File: src/rtl/axis_rr_arbiter.sv
// N-to-1 AXI-Stream packet arbiter: round-robin grant held for a whole packet,
// with a per-packet completion report (source and saturating beat count).
module axis_rr_arbiter #(
  parameter int NUM_SRC = 4,
  parameter int DATA_W  = 32,
  parameter int CNT_W   = 16,
  localparam int SEL_W  = $clog2(NUM_SRC)
) (
  input  logic                       aclk,
  input  logic                       areset,
  input  logic [NUM_SRC-1:0]         s_tvalid,
  input  logic [NUM_SRC-1:0]         s_tlast,
  input  logic [NUM_SRC*DATA_W-1:0]  s_tdata,
  output logic [NUM_SRC-1:0]         s_tready,
  output logic                       m_tvalid,
  output logic                       m_tlast,
  output logic [DATA_W-1:0]          m_tdata,
  input  logic                       m_tready,
  output logic                       busy,
  output logic [SEL_W-1:0]           grant_id,
  output logic                       pkt_done,
  output logic [SEL_W-1:0]           pkt_src,
  output logic [CNT_W-1:0]           pkt_beats
);

  typedef enum logic [0:0] {IDLE = 1'b0, XFER = 1'b1} state_t;

  localparam logic [CNT_W-1:0] CNT_MAX = {CNT_W{1'b1}};

  state_t             state_r, state_s;
  logic [SEL_W-1:0]   grant_id_r, grant_s, pick_s;
  logic               busy_r;
  logic [CNT_W-1:0]   cnt_r, cnt_inc_s;
  logic               pkt_done_r;
  logic [SEL_W-1:0]   pkt_src_r;
  logic [CNT_W-1:0]   pkt_beats_r;
  logic               beat_s, last_beat_s;

  // First requester after 'last', wrapping modulo NUM_SRC; last itself is checked last.
  function automatic logic [SEL_W-1:0] rr_pick(input logic [NUM_SRC-1:0] req,
                                               input logic [SEL_W-1:0]   last);
    logic [SEL_W-1:0] idx;
    logic [SEL_W-1:0] sel;
    logic             found;
    idx   = last;
    sel   = last;
    found = 1'b0;
    for (int k = 0; k < NUM_SRC; k++) begin
      idx   = (idx == SEL_W'(NUM_SRC - 1)) ? SEL_W'(0) : idx + SEL_W'(1);
      sel   = (!found && req[idx]) ? idx : sel;
      found = found | req[idx];
    end
    return sel;
  endfunction

  assign pick_s      = rr_pick(s_tvalid, grant_id_r);
  assign beat_s      = m_tvalid & m_tready;
  assign last_beat_s = beat_s & m_tlast;
  assign cnt_inc_s   = (cnt_r == CNT_MAX) ? cnt_r : cnt_r + CNT_W'(1);

  // Output stream mux: only the granted source is connected, and only in XFER.
  always_comb begin
    m_tvalid = 1'b0;
    m_tlast  = 1'b0;
    m_tdata  = '0;
    s_tready = '0;
    if (state_r == XFER) begin
      m_tvalid           = s_tvalid[grant_id_r];
      m_tlast            = s_tlast[grant_id_r];
      m_tdata            = s_tdata[grant_id_r*DATA_W +: DATA_W];
      s_tready[grant_id_r] = m_tready;
    end else begin
      m_tvalid = 1'b0;
    end
  end

  // Next-state and grant selection.
  always_comb begin
    state_s = state_r;
    grant_s = grant_id_r;
    case (state_r)
      IDLE: begin
        if (|s_tvalid) begin
          state_s = XFER;
          grant_s = pick_s;
        end else begin
          state_s = IDLE;
        end
      end
      XFER: begin
        if (last_beat_s) begin
          state_s = IDLE;
        end else begin
          state_s = XFER;
        end
      end
      default: begin
        state_s = IDLE;
      end
    endcase
  end

  // State, grant, beat counter and packet report registers.
  always_ff @(posedge aclk or posedge areset) begin
    if (areset) begin
      state_r     <= IDLE;
      grant_id_r  <= SEL_W'(NUM_SRC - 1);
      busy_r      <= 1'b0;
      cnt_r       <= '0;
      pkt_done_r  <= 1'b0;
      pkt_src_r   <= '0;
      pkt_beats_r <= '0;
    end else begin
      state_r    <= state_s;
      grant_id_r <= grant_s;
      busy_r     <= (state_s == XFER);
      pkt_done_r <= last_beat_s;
      if (last_beat_s) begin
        pkt_src_r   <= grant_id_r;
        pkt_beats_r <= cnt_inc_s;
        cnt_r       <= '0;
      end else if (beat_s) begin
        cnt_r <= cnt_inc_s;
      end
    end
  end

  assign busy      = busy_r;
  assign grant_id  = grant_id_r;
  assign pkt_done  = pkt_done_r;
  assign pkt_src   = pkt_src_r;
  assign pkt_beats = pkt_beats_r;

endmodule

File: config.mk
export PLATFORM = sky130hd
export DESIGN_NAME = axis_rr_arbiter
export DESIGN_NICKNAME = d
export VERILOG_FILES = /design/src/rtl/axis_rr_arbiter.sv
export SDC_FILE = /design/constraint.sdc
export NUM_CORES = 1
export LEC_CHECK = 0
export BUFFER_PORTS_ARGS = -buffer_cell sky130_fd_sc_hd__buf_2
export CAP_MARGIN = 5
export CORE_UTILIZATION = 30
export CTS_CLUSTER_SIZE = 40
export DETAILED_ROUTE_END_ITERATION = 6
export PLACE_DENSITY = 0.69
export SLEW_MARGIN = 20
export SYNTH_ARGS = -nofsm -noshare
export SYNTH_HDL_FRONTEND = slang
export SYNTH_SLANG_ARGS = --single-unit
File: constraint.sdc
create_clock -name aclk -period 2.11 [get_ports aclk]
set_input_delay 0.422 -clock aclk [delete_from_list [all_inputs] [get_ports aclk]]
set_output_delay 0.422 -clock aclk [all_outputs]
set_load 0.05 [all_outputs]
==> metrics.md, run 1 <==
| Metric | Value |
|---|---|
| Status | `finished, violations left` |
| Failing checks | `negative setup slack` |
| Synthesized cell area | `between 0.003 and 0.004 sq mm` |
| Post-layout net count | `between 600 and 700` |
| HPWL Detailed | `between 9000 and 10,000 microns` |
| Mapped Nets | `460` |
| Drt pass-1 iters | `6` |
| Top_reg_cell synth | `dfrtp_1` |
| Drt wl/cell | `around 18 microns` |
| Final hold vios | `0` |
| Compound-Gate Fraction of Synth Area | `0.1372` |
| FMAX | `approximately 0.41 GHz` |
| Post-Synth Adder-Cell Area | `0.01972` |
| Most common cell after layout, fill and taps aside | `buf_2` |
| Global-route wire length before repair | `approximately 18,000 microns` |
| Leakage power | `around 0.0025 uW` |
| Slew HR | `0.6633` |
| GPL Wtd Cong | `0.9986` |
| Vias | `3,626` |
| Initial DRC count | `182` |
| Critical Path AT | `about 2 ns` |
| CP Class | `flip-flop to output pin` |
| Hold crit path type | `input pin to asynchronous set/reset pin` |
| Post-Synthesis Cells | `roughly 320` |
| Post-synthesis average cell area | `about 10 sq um` |
| Row count | `37` |
| CP max stage delay | `approximately 0.63 ns` |
| DIE HEIGHT | `between 100 and 150 microns` |
| Buf/Inv on CP | `3` |
| Final core utilization | `0.5349` |
| Pins Over Slew Limit | `0` |
| Crit-path slowest cell | `dfstp_2` |
| Post-synth top area share | `0.2839` |
| # setup viols final | `72` |
| Startpoint class of the critical path | `flip-flop` |
| Cts bufs inserted | `5` |
| Power Dens Cells | `1545 mW/mm^2` |
| CTS clk-pin slew, worst paths | `0.07 ns` |
| Min Tclk post-route | `between 2 and 2.5 ns` |
| CTS max path bufs | `2` |
| Number of max-cap violations | `0` |
| Worst clock skew | `0.005564 ns` |
| Die area | `~0.011 sq mm` |
| Final Hold Slack | `0.2517 ns` |
| Drt total wl | `approximately 12,000 microns` |
| DRC | `0` |
| Initial antenna violation count | `1` |
| Core Footprint | `roughly 0.01 sq mm` |
| Main combinational cell family by area after synthesis | `multiplexers` |
| Least-Margin Pin Slew | `0.5008 ns` |
| Clock Tree Root | `clkbuf_8` |
| CP max FO | `4` |
| Seq/Total Area, Yosys | `0.3005` |
| Synth Warn # | `0` |
| Setup tns final | `-12.70 ns` |
| IO Pins | `199` |
| Area share of and/or/nand/nor cells after synthesis | `0.2196` |
| Total GRT Usage | `0.2082` |
| RSZ-0062 raised after global routing | `yes` |
| Leading area contributor after synthesis | `dfrtp_1` |
| Cell variety after synth | `50` |
| Final worst slack | `-0.3081 ns` |
| Post-Synth XOR/XNOR Area | `0.01932` |
| Reg2Reg Depth | `9` |
| Crit path capture type | `output pin` |
| Multiplexer share of the synthesized area | `0.2547` |
| Layout cells sized above 1 | `0.6843` |
| H-tree levels | `2` |
| Clk_lat worst skew | `about 0.30 ns` |
| Filler cells | `approximately 870` |
| Port Buffers | `198` |
| Vias per cell | `~5.3` |
| Top delay family on crit path | `flip-flops` |
| Clock sink count | `38` |
| Largest net degree at the start of global routing | `42` |
| Period utilisation layout | `1.146` |
| Vias in the first global route | `3,589` |
| Most frequent cells in the layout | `buf_2 (159), buf_6 (42), dfrtp_1 (36)` |
| Crit path depth | `5` |
| Area grow syn2layout | `73.26%` |
| Ys async rst share | `1.000` |
| FF+latch count, synth | `38` |
| Worst vdd ir | `between 1 and 1.5 mV` |
| Cell Chain, Critical Path | `buf_12 -> buf_4 -> mux4_2 -> and2_4 -> buf_8` |
| CTS tree | `built` |
| Hold_buf cts | `0` |
| EDFF count, synth | `0` |
| Critical Path RT | `1.69 ns` |
| Initial Util | `0.3087` |
| Final ANT Viol Nets | `0` |
| Chip width | `104.8 microns` |
| Synth area leaders | `dfrtp_1 (28%), mux4_2 (23%), and2_1 (6.7%)` |
| GRT overflow | `0` |
cell families (layout without fill, tap and decap cells):
group,after synthesis,after routing
flip-flops,38,38
multiplexers,39,39
other,0,1
buffers and inverters,28,259
adder cells (fa/ha/maj),5,5
XOR/XNOR,7,7
AND/OR/NAND/NOR,128,129
AO/OA/AOI/OAI,71,71
worst min-delay path, delay by kind of cell:
family / cells / cell delay (ns)
buf+inv: 3 / 0.57
per-stage QoR:
step,power [uW],setup WS [ns],std cells,cell area (sq um)
after global routing,8861,-0.3616,685,5498
after detailed placement,6448,-0.05130,654,4559
after global placement,6375,-0.02169,654,4559
final,8494,-0.3081,685,5498
after CTS,8066,-0.3105,674,5136
after floorplan,5410,-0.1795,316,3344
state kept, by name, summed over array words and instances (netlist names):
| name | cells |
|---|---|
| pkt_beats | 16 |
| grant_id | 2 |
| cnt_r | 16 |
| pkt_done | 1 |
| pkt_src | 2 |
| busy | 1 |
where the power goes:
group | switching, uW | internal (uW)
Combinational | 3720 | 3220
Clock | 249 | 235
Sequential | 179 | 882
Total | 4150 | 4340
worst paths after layout:
check / slack (ns) / from / endpoint
max: -0.31 / grant_id[0] / m_tvalid
min: 0.25 / areset / pkt_done
max reg2reg: -0.21 / grant_id[0] / cnt_r[5]
min reg2reg: 0.47 / pkt_beats[8] / pkt_beats[8]
max in group asynchronous: 1.51 / areset / grant_id[1]
min in group aclk: 0.46 / s_tvalid[3] / grant_id[0]
final cells by class:
cell class | instances | area [sq um] | share of cell area
multi-input combinational | 251 | 2439 | 0.4436
timing repair buffer | 243 | 1809 | 0.3291
sequential | 38 | 953.4 | 0.1734
tap | 136 | 170.2 | 0.03095
clock buffer | 8 | 80.08 | 0.01457
inverter | 8 | 43.79 | 0.007965
antenna | 1 | 2.502 | 0.0004552
routing by layer:
metal	wire, microns	GRT usage
met5	0	0
met4	302	0.04527
met3	635	0.03743
met2	6511	0.3955
met1	4749	0.2412
Yosys cell counts, drive strengths merged (2+ instances only):
master	instances
dfrtp	36
nand2	36
and2	34
mux4	33
o21ai	29
a21oi	17
nand3	17
nor2	16
buf	15
and3	10
inv	8
clkbuf	5
ha	5
mux2i	5
o31ai	5
nor3	4
o211ai	4
xnor2	4
a31oi	3
nand4	3
nor4	3
o311ai	3
xor2	3
a211oi	2
dfstp	2
or3	2
timing repair:
item	in CTS	in global routing
buffers inserted	11	12
setup endpoints to repair	42	69
cloned	1	3
resized for setup	111	70
pin swaps	3	26
No activity file was read; power rests on OpenSTA's default activity.
==> run 2, diff against run 1 <==
- MAX_ROUTING_LAYER: not set -> met4
==> run 2 against run 1 <==
Compared with the run above: clock power grew 21%; worst setup slack gained 0.019 ns; the flow still finishes with violations (negative setup slack); first-iteration DRC count grew 54%; power grew 0.96%; largest cell class unchanged; critical path type unchanged; die area is the same.
==> metrics.md, run 2 (synthesis gave the netlist of run 1 again) <==
| Metric | Value |
|---|---|
| Largest net degree at the start of global routing | `43` |
| Final worst slack | `-0.2892 ns` |
| CP max stage delay | `between 0.5 and 0.6 ns` |
| Sw frac | `0.4758` |
| Critical Path RT | `around 1.7 ns` |
| Crit path capture type | `output pin` |
| Tot Pwr | `around 8600 uW` |
| Cell Chain, Critical Path | `buf_12 -> buf_12 -> mux4_2 -> and2_4 -> buf_6` |
| Leakage power | `between 0.002 and 0.003 uW` |
| Status | `finished, violations left` |
| Worst vdd ir | `~1.1 mV` |
| Worst R2R End | `cnt_r[11]` |
| Post-layout net count | `between 600 and 700` |
| Most common cell after layout, fill and taps aside | `buf_2` |
| CTS clk-pin slew, worst paths | `roughly 0.080 ns` |
| CP endpoint | `m_tdata[9]` |
| Total GRT Usage | `0.2248` |
| Internal power | `roughly 4500 uW` |
| Non-Filler Instances | `around 690` |
| Area grow syn2layout | `69.01%` |
| Clock Tree Root | `clkbuf_8` |
| Vias in the first global route | `3,558` |
| H-tree levels | `2` |
| CP max FO | `8` |
| Min Tclk post-route | `2.399 ns` |
| GRT overflow | `0` |
| Chip width | `between 100 and 150 microns` |
| Layout cells sized above 1 | `0.6380` |
| Initial DRC count | `280` |
| Hold crit path type | `input pin to asynchronous set/reset pin` |
| CP Class | `flip-flop to output pin` |
| Port Buffers | `a little under 200` |
| Initial antenna violation count | `4` |
| RSZ-0062 raised after global routing | `yes` |
| CTS max path bufs | `2` |
| Final ANT Viol Nets | `0` |
| Hold_buf cts | `0` |
| FMAX | `0.4168 GHz` |
| Drt wl/cell | `around 18 microns` |
| R2r setup slk | `-0.01 ns` |
| Failing checks | `negative setup slack` |
| CTS tree | `built` |
| Worst clock skew | `between 0.009 and 0.01 ns` |
| Crit-path slowest cell | `dfstp_2` |
| HPWL Detailed | `between 9000 and 10,000 microns` |
| IO Pins | `roughly 200` |
| Slew HR | `0.6632` |
| # setup viols final | `39` |
| Clock sink count | `38` |
| Power Dens Cells | `1599 mW/mm^2` |
| Period utilisation layout | `1.137` |
| Final Hold Slack | `between 0.2 and 0.25 ns` |
| Most frequent cells in the layout | `buf_2 (159), buf_6 (37), dfrtp_1 (36)` |
| Final hold vios | `0` |
| Vias per cell | `5.164` |
| Drt pass-1 iters | `4` |
| GPL Wtd Cong | `between 1 and 1.5` |
| Global-route wire length before repair | `between 15,000 and 20,000 microns` |
| Initial Util | `0.3087` |
| Core Footprint | `around 0.010 sq mm` |
| Critical Path AT | `a little under 2 ns` |
| Cts bufs inserted | `5` |
| Number of max-cap violations | `0` |
| Sequential Power Share | `0.120` |
| Die area | `roughly 0.011 sq mm` |
| Row count | `37` |
| Worst R2R Start | `grant_id[0]` |
| Reg2Reg Depth | `9` |
| Pins Over Slew Limit | `0` |
| Part of the power in the clock network | `0.068` |
| Most frequent CP cell | `buf_12` |
| DRC | `0` |
| Worst Setup SP | `grant_id[0]` |
| Psw | `4080 uW` |
| Proportion of power drawn by combinational gates | `0.812` |
| Final core utilization | `0.5218` |
| Clk_lat worst skew | `about 0.29 ns` |
| Startpoint class of the critical path | `flip-flop` |
| Least-Margin Pin Slew | `between 0.5 and 0.6 ns` |
| DIE HEIGHT | `roughly 100 microns` |
| Inst Count DP | `652` |
| Drt total wl | `roughly 12,000 microns` |
| Vias | `3,548` |
[run 2: changes by cell type in the layout (fill, tap and decap cells not counted), moves of 4 or more]
cell / previous run / this run
a21oi_1: 13 / 17
a21oi_2: 4 / 0
buf_4: 20 / 29
buf_6: 42 / 37
buf_8: 12 / 6
nand2_1: 24 / 34
nand2_2: 8 / 0
o21ai_0: 8 / 12
o21ai_1: 11 / 17
o21ai_2: 9 / 0
[run 2: repair_timing]
| action | in CTS | in global routing |
|---|---|---|
| setup endpoints to repair | 55 | 55 |
| gates cloned | 4 | 0 |
| setup buffers | 13 | 7 |
| pin swaps | 2 | 2 |
| gates resized for setup | 97 | 30 |
[run 2: power groups by stage]
stage / combinational, uW / sequential [uW] / clock (uW)
CTS: 6680 / 1030 / 605
global route: 7270 / 1050 / 639
finish: 6960 / 1030 / 584
detailed placement: 5370 / 1050 / 0
global placement: 5310 / 1040 / 0
floorplan: 4060 / 1340 / 0
[run 2: worst max-delay path, delay by kind of cell, from the launching register on]
family	cells	cell delay (ns)
buffers and inverters	3	0.43
DFF	1	0.57
muxes	1	0.50
and+or+nand+nor	1	0.17
[run 2: layer usage]
layer | global-route usage | part of all wire
met2 | 0.4007 | 0.54
met5 | - | 0
met4 | 0.08652 | 0.029
met3 | 0.04180 | 0.063
met1 | 0.2482 | 0.37
[run 2: worst min path at each step]
stage	end	cells after the start	start	slack, ns
6_report	pkt_beats[11]	3	areset	0.24
5_1_grt	pkt_beats[11]	3	areset	0.30
4_1_cts	pkt_beats[1]	3	areset	0.26
3_5_place_dp	pkt_beats[9]	2	pkt_beats[9]	0.46
3_3_place_gp	pkt_beats[8]	2	pkt_beats[8]	0.46
2_1_floorplan	cnt_r[6]	1	cnt_r[6]	0.50
[run 2: stage by stage]
stage                     worst slack [ns]  setup TNS [ns]  instance area [sq um]
final                              -0.2892          -9.116                   5363
after CTS                          -0.2960          -8.926                   5202
after global routing               -0.3490          -11.65                   5363
after global placement            -0.02754         -0.2482                   4532
after floorplan                    -0.1795          -4.745                   3344
after detailed placement          -0.05353         -0.9627                   4532
[run 2: layout make-up]
cell class / instances / area [sq um]
fillers: 932 / 4915
repair buffers: 243 / 1800
diodes: 4 / 10.01
inverters: 8 / 36.28
clock buffers: 8 / 110.1
well taps: 136 / 170.2
flip-flops and latches: 38 / 953.4
multi-input cells: 250 / 2282
==> run 3, diff against run 2 <==
- CELL_PAD_IN_SITES_DETAIL_PLACEMENT: not set -> 1
- CELL_PAD_IN_SITES_GLOBAL_PLACEMENT: not set -> 2
- CORE_UTILIZATION: 30 -> 22
- PLACE_DENSITY: 0.69 -> 0.86
==> run 3 against run 2 <==
Compared with the run above: the flow still finishes with violations (negative setup slack); first-iteration DRC count is 44% lower; die area is 36% higher; final cell count is 7.1% higher; routed wire length up 30%; worst hold slack improved by 0.0089 ns; clock power is 48% higher; largest cell class unchanged.
==> metrics.md, run 3 (synthesis gave the netlist of run 1 again) <==
| Metric | Value |
|---|---|
| Area grow syn2layout | `77.21%` |
| Min Tclk post-route | `between 2 and 2.5 ns` |
| Critical Path RT | `1.69 ns` |
| Failing checks | `negative setup slack` |
| Filler cells | `1,583` |
| Final ANT Viol Nets | `0` |
| DRC | `0` |
| Leakage power | `between 0.002 and 0.003 uW` |
| Clk_lat worst skew | `approximately 0.28 ns` |
| Tot Pwr | `just over 9000 uW` |
| Hold_buf cts | `0` |
| Initial antenna violation count | `10` |
| GRT overflow | `0` |
| Reg2Reg Depth | `10` |
| Slew HR | `0.6438` |
| Status | `finished, violations left` |
| CP Class | `flip-flop to output pin` |
| Vias per cell | `5.087` |
| Top Usage Layer GRT | `met2` |
| Chip width | `~120 microns` |
| # setup viols final | `70` |
| Met1 Track Usage GR | `0.2047` |
| Layout cells sized above 1 | `0.6465` |
| Port Buffers | `about 200` |
| Number of max-cap violations | `0` |
| Startpoint class of the critical path | `flip-flop` |
| Drt total wl | `between 15,000 and 20,000 microns` |
| RSZ-0062 raised after global routing | `yes` |
| Critical Path AT | `around 2 ns` |
| Core Footprint | `about 0.014 sq mm` |
| Least-Margin Pin Slew | `about 0.53 ns` |
| Worst clock skew | `about 0.0026 ns` |
| Multi-input gate area | `between 0.002 and 0.0025 sq mm` |
| CP max FO | `5` |
| Die area | `0.01491 sq mm` |
| CTS max path bufs | `2` |
| DIE HEIGHT | `between 100 and 150 microns` |
| Initial Util | `0.2268` |
| Global-route wire length before repair | `about 22,000 microns` |
| Crit path capture type | `output pin` |
| CTS tree | `built` |
| Area occupied by registers | `approximately 950 sq um` |
| Largest net degree at the start of global routing | `between 40 and 50` |
| Initial DRC count | `157` |
| Total GRT Usage | `0.2050` |
| CTS clk-pin slew, worst paths | `0.06 ns` |
| H-tree levels | `2` |
| Final hold vios | `0` |
| Row count | `43` |
| Pins Over Slew Limit | `0` |
| Power Dens Cells | `roughly 1600 mW/mm^2` |
| Cts bufs inserted | `5` |
| Clock sink count | `38` |
| R2r setup slk | `-0.17 ns` |
| Final Cell Area | `0.005623 sq mm` |
| Final worst slack | `-0.3576 ns` |
| Period utilisation layout | `1.169` |
| Area after DPL | `~0.0046 sq mm` |
| Vias in the first global route | `a little under 4,000` |
| Met3 Use GR | `0.03652` |
| Clock Tree Root | `clkbuf_16` |
| Drt pass-1 iters | `4` |
| Most frequent cells in the layout | `buf_2 (160), buf_6 (43), dfrtp_1 (36)` |
| Met2 GRT Util | `0.3828` |
| HPWL Detailed | `around 11,000 microns` |
| DP Worst Slack | `-0.05881 ns` |
| Most common cell after layout, fill and taps aside | `buf_2` |
| Hold crit path type | `input pin to asynchronous set/reset pin` |
| Drt wl/cell | `~22 microns` |
| Vias | `between 3,000 and 4,000` |
| GPL Wtd Cong | `0.8879` |
| IO Pins | `199` |
| Worst R2R Start | `grant_id[0]` |
| FMAX | `approximately 0.4 GHz` |
| Worst R2R End | `pkt_beats[14]` |
| Worst vdd ir | `roughly 0.5 mV` |
| Post-layout net count | `between 600 and 700` |
-- run 3: changes by cell type in the layout (fill, tap and decap cells not counted), sizes merged --
cell and change:
buf -4, clkinv +2, bufinv +1, diode +6
-- run 3: through the flow --
| stage | TNS, ns | hold WS [ns] | util | cells |
|---|---|---|---|---|
| 2_1_floorplan | -4.745 | 0.5004 | - | 316 |
| 3_3_place_gp | -0.1821 | 0.4548 | 0.3274 | 690 |
| 3_5_place_dp | -0.9842 | 0.4645 | 0.3274 | 690 |
| 4_1_cts | -11.32 | 0.3004 | 0.3860 | 719 |
| 5_1_grt | -16.46 | 0.3045 | 0.4020 | 736 |
| 6_report | -11.97 | 0.2488 | 0.4020 | 736 |
-- run 3: report_power, final --
part	switching (uW)	internal, uW	total, uW
registers	148	882	1030
clock network	313	554	867
logic	3880	3430	7310
total	4340	4870	9200
-- run 3: worst max-delay path by stage --
stage	start	end
after floorplan	grant_id[0]	m_tdata[10]
after global placement	grant_id[0]	pkt_beats[15]
after detailed placement	grant_id[0]	pkt_beats[15]
after CTS	grant_id[0]	m_tdata[31]
after global routing	grant_id[0]	m_tdata[1]
final	grant_id[0]	m_tdata[1]
-- run 3: worst max-delay path, cell delays in order, from the launching register on --
cell and delay (ns):
dfstp_2 0.58, buf_12 0.14, clkbuf_16 0.15, mux4_2 0.56
and2_4 0.19, buf_6 0.14
-- run 3: layout make-up --
cell class                      count  area share
Sequential cell                    38      0.1696
Timing Repair Buffer              242      0.3393
Antenna cell                       10    0.004450
Clock inverter                      3    0.007121
Clock buffer                        5     0.02225
Tap cell                          180     0.04005
Inverter                            8    0.007343
Multi-Input combinational cell    250      0.4099
-- run 3: layer usage --
| layer | vias to the layer above | wire (microns) |
|---|---|---|
| met5 | - | 0 |
| met4 | 0 | 696 |
| met3 | 40 | 1139 |
| met2 | 160 | 8584 |
| met1 | 1879 | 5519 |
| li1 | 1665 | - |
-- run 3: what timing repair did --
item | in CTS | in global routing
resized for setup | 105 | 24
pin swaps | 1 | 3
setup buffers | 16 | 5
cloned | 5 | 3
endpoints found under the setup margin | 66 | 74
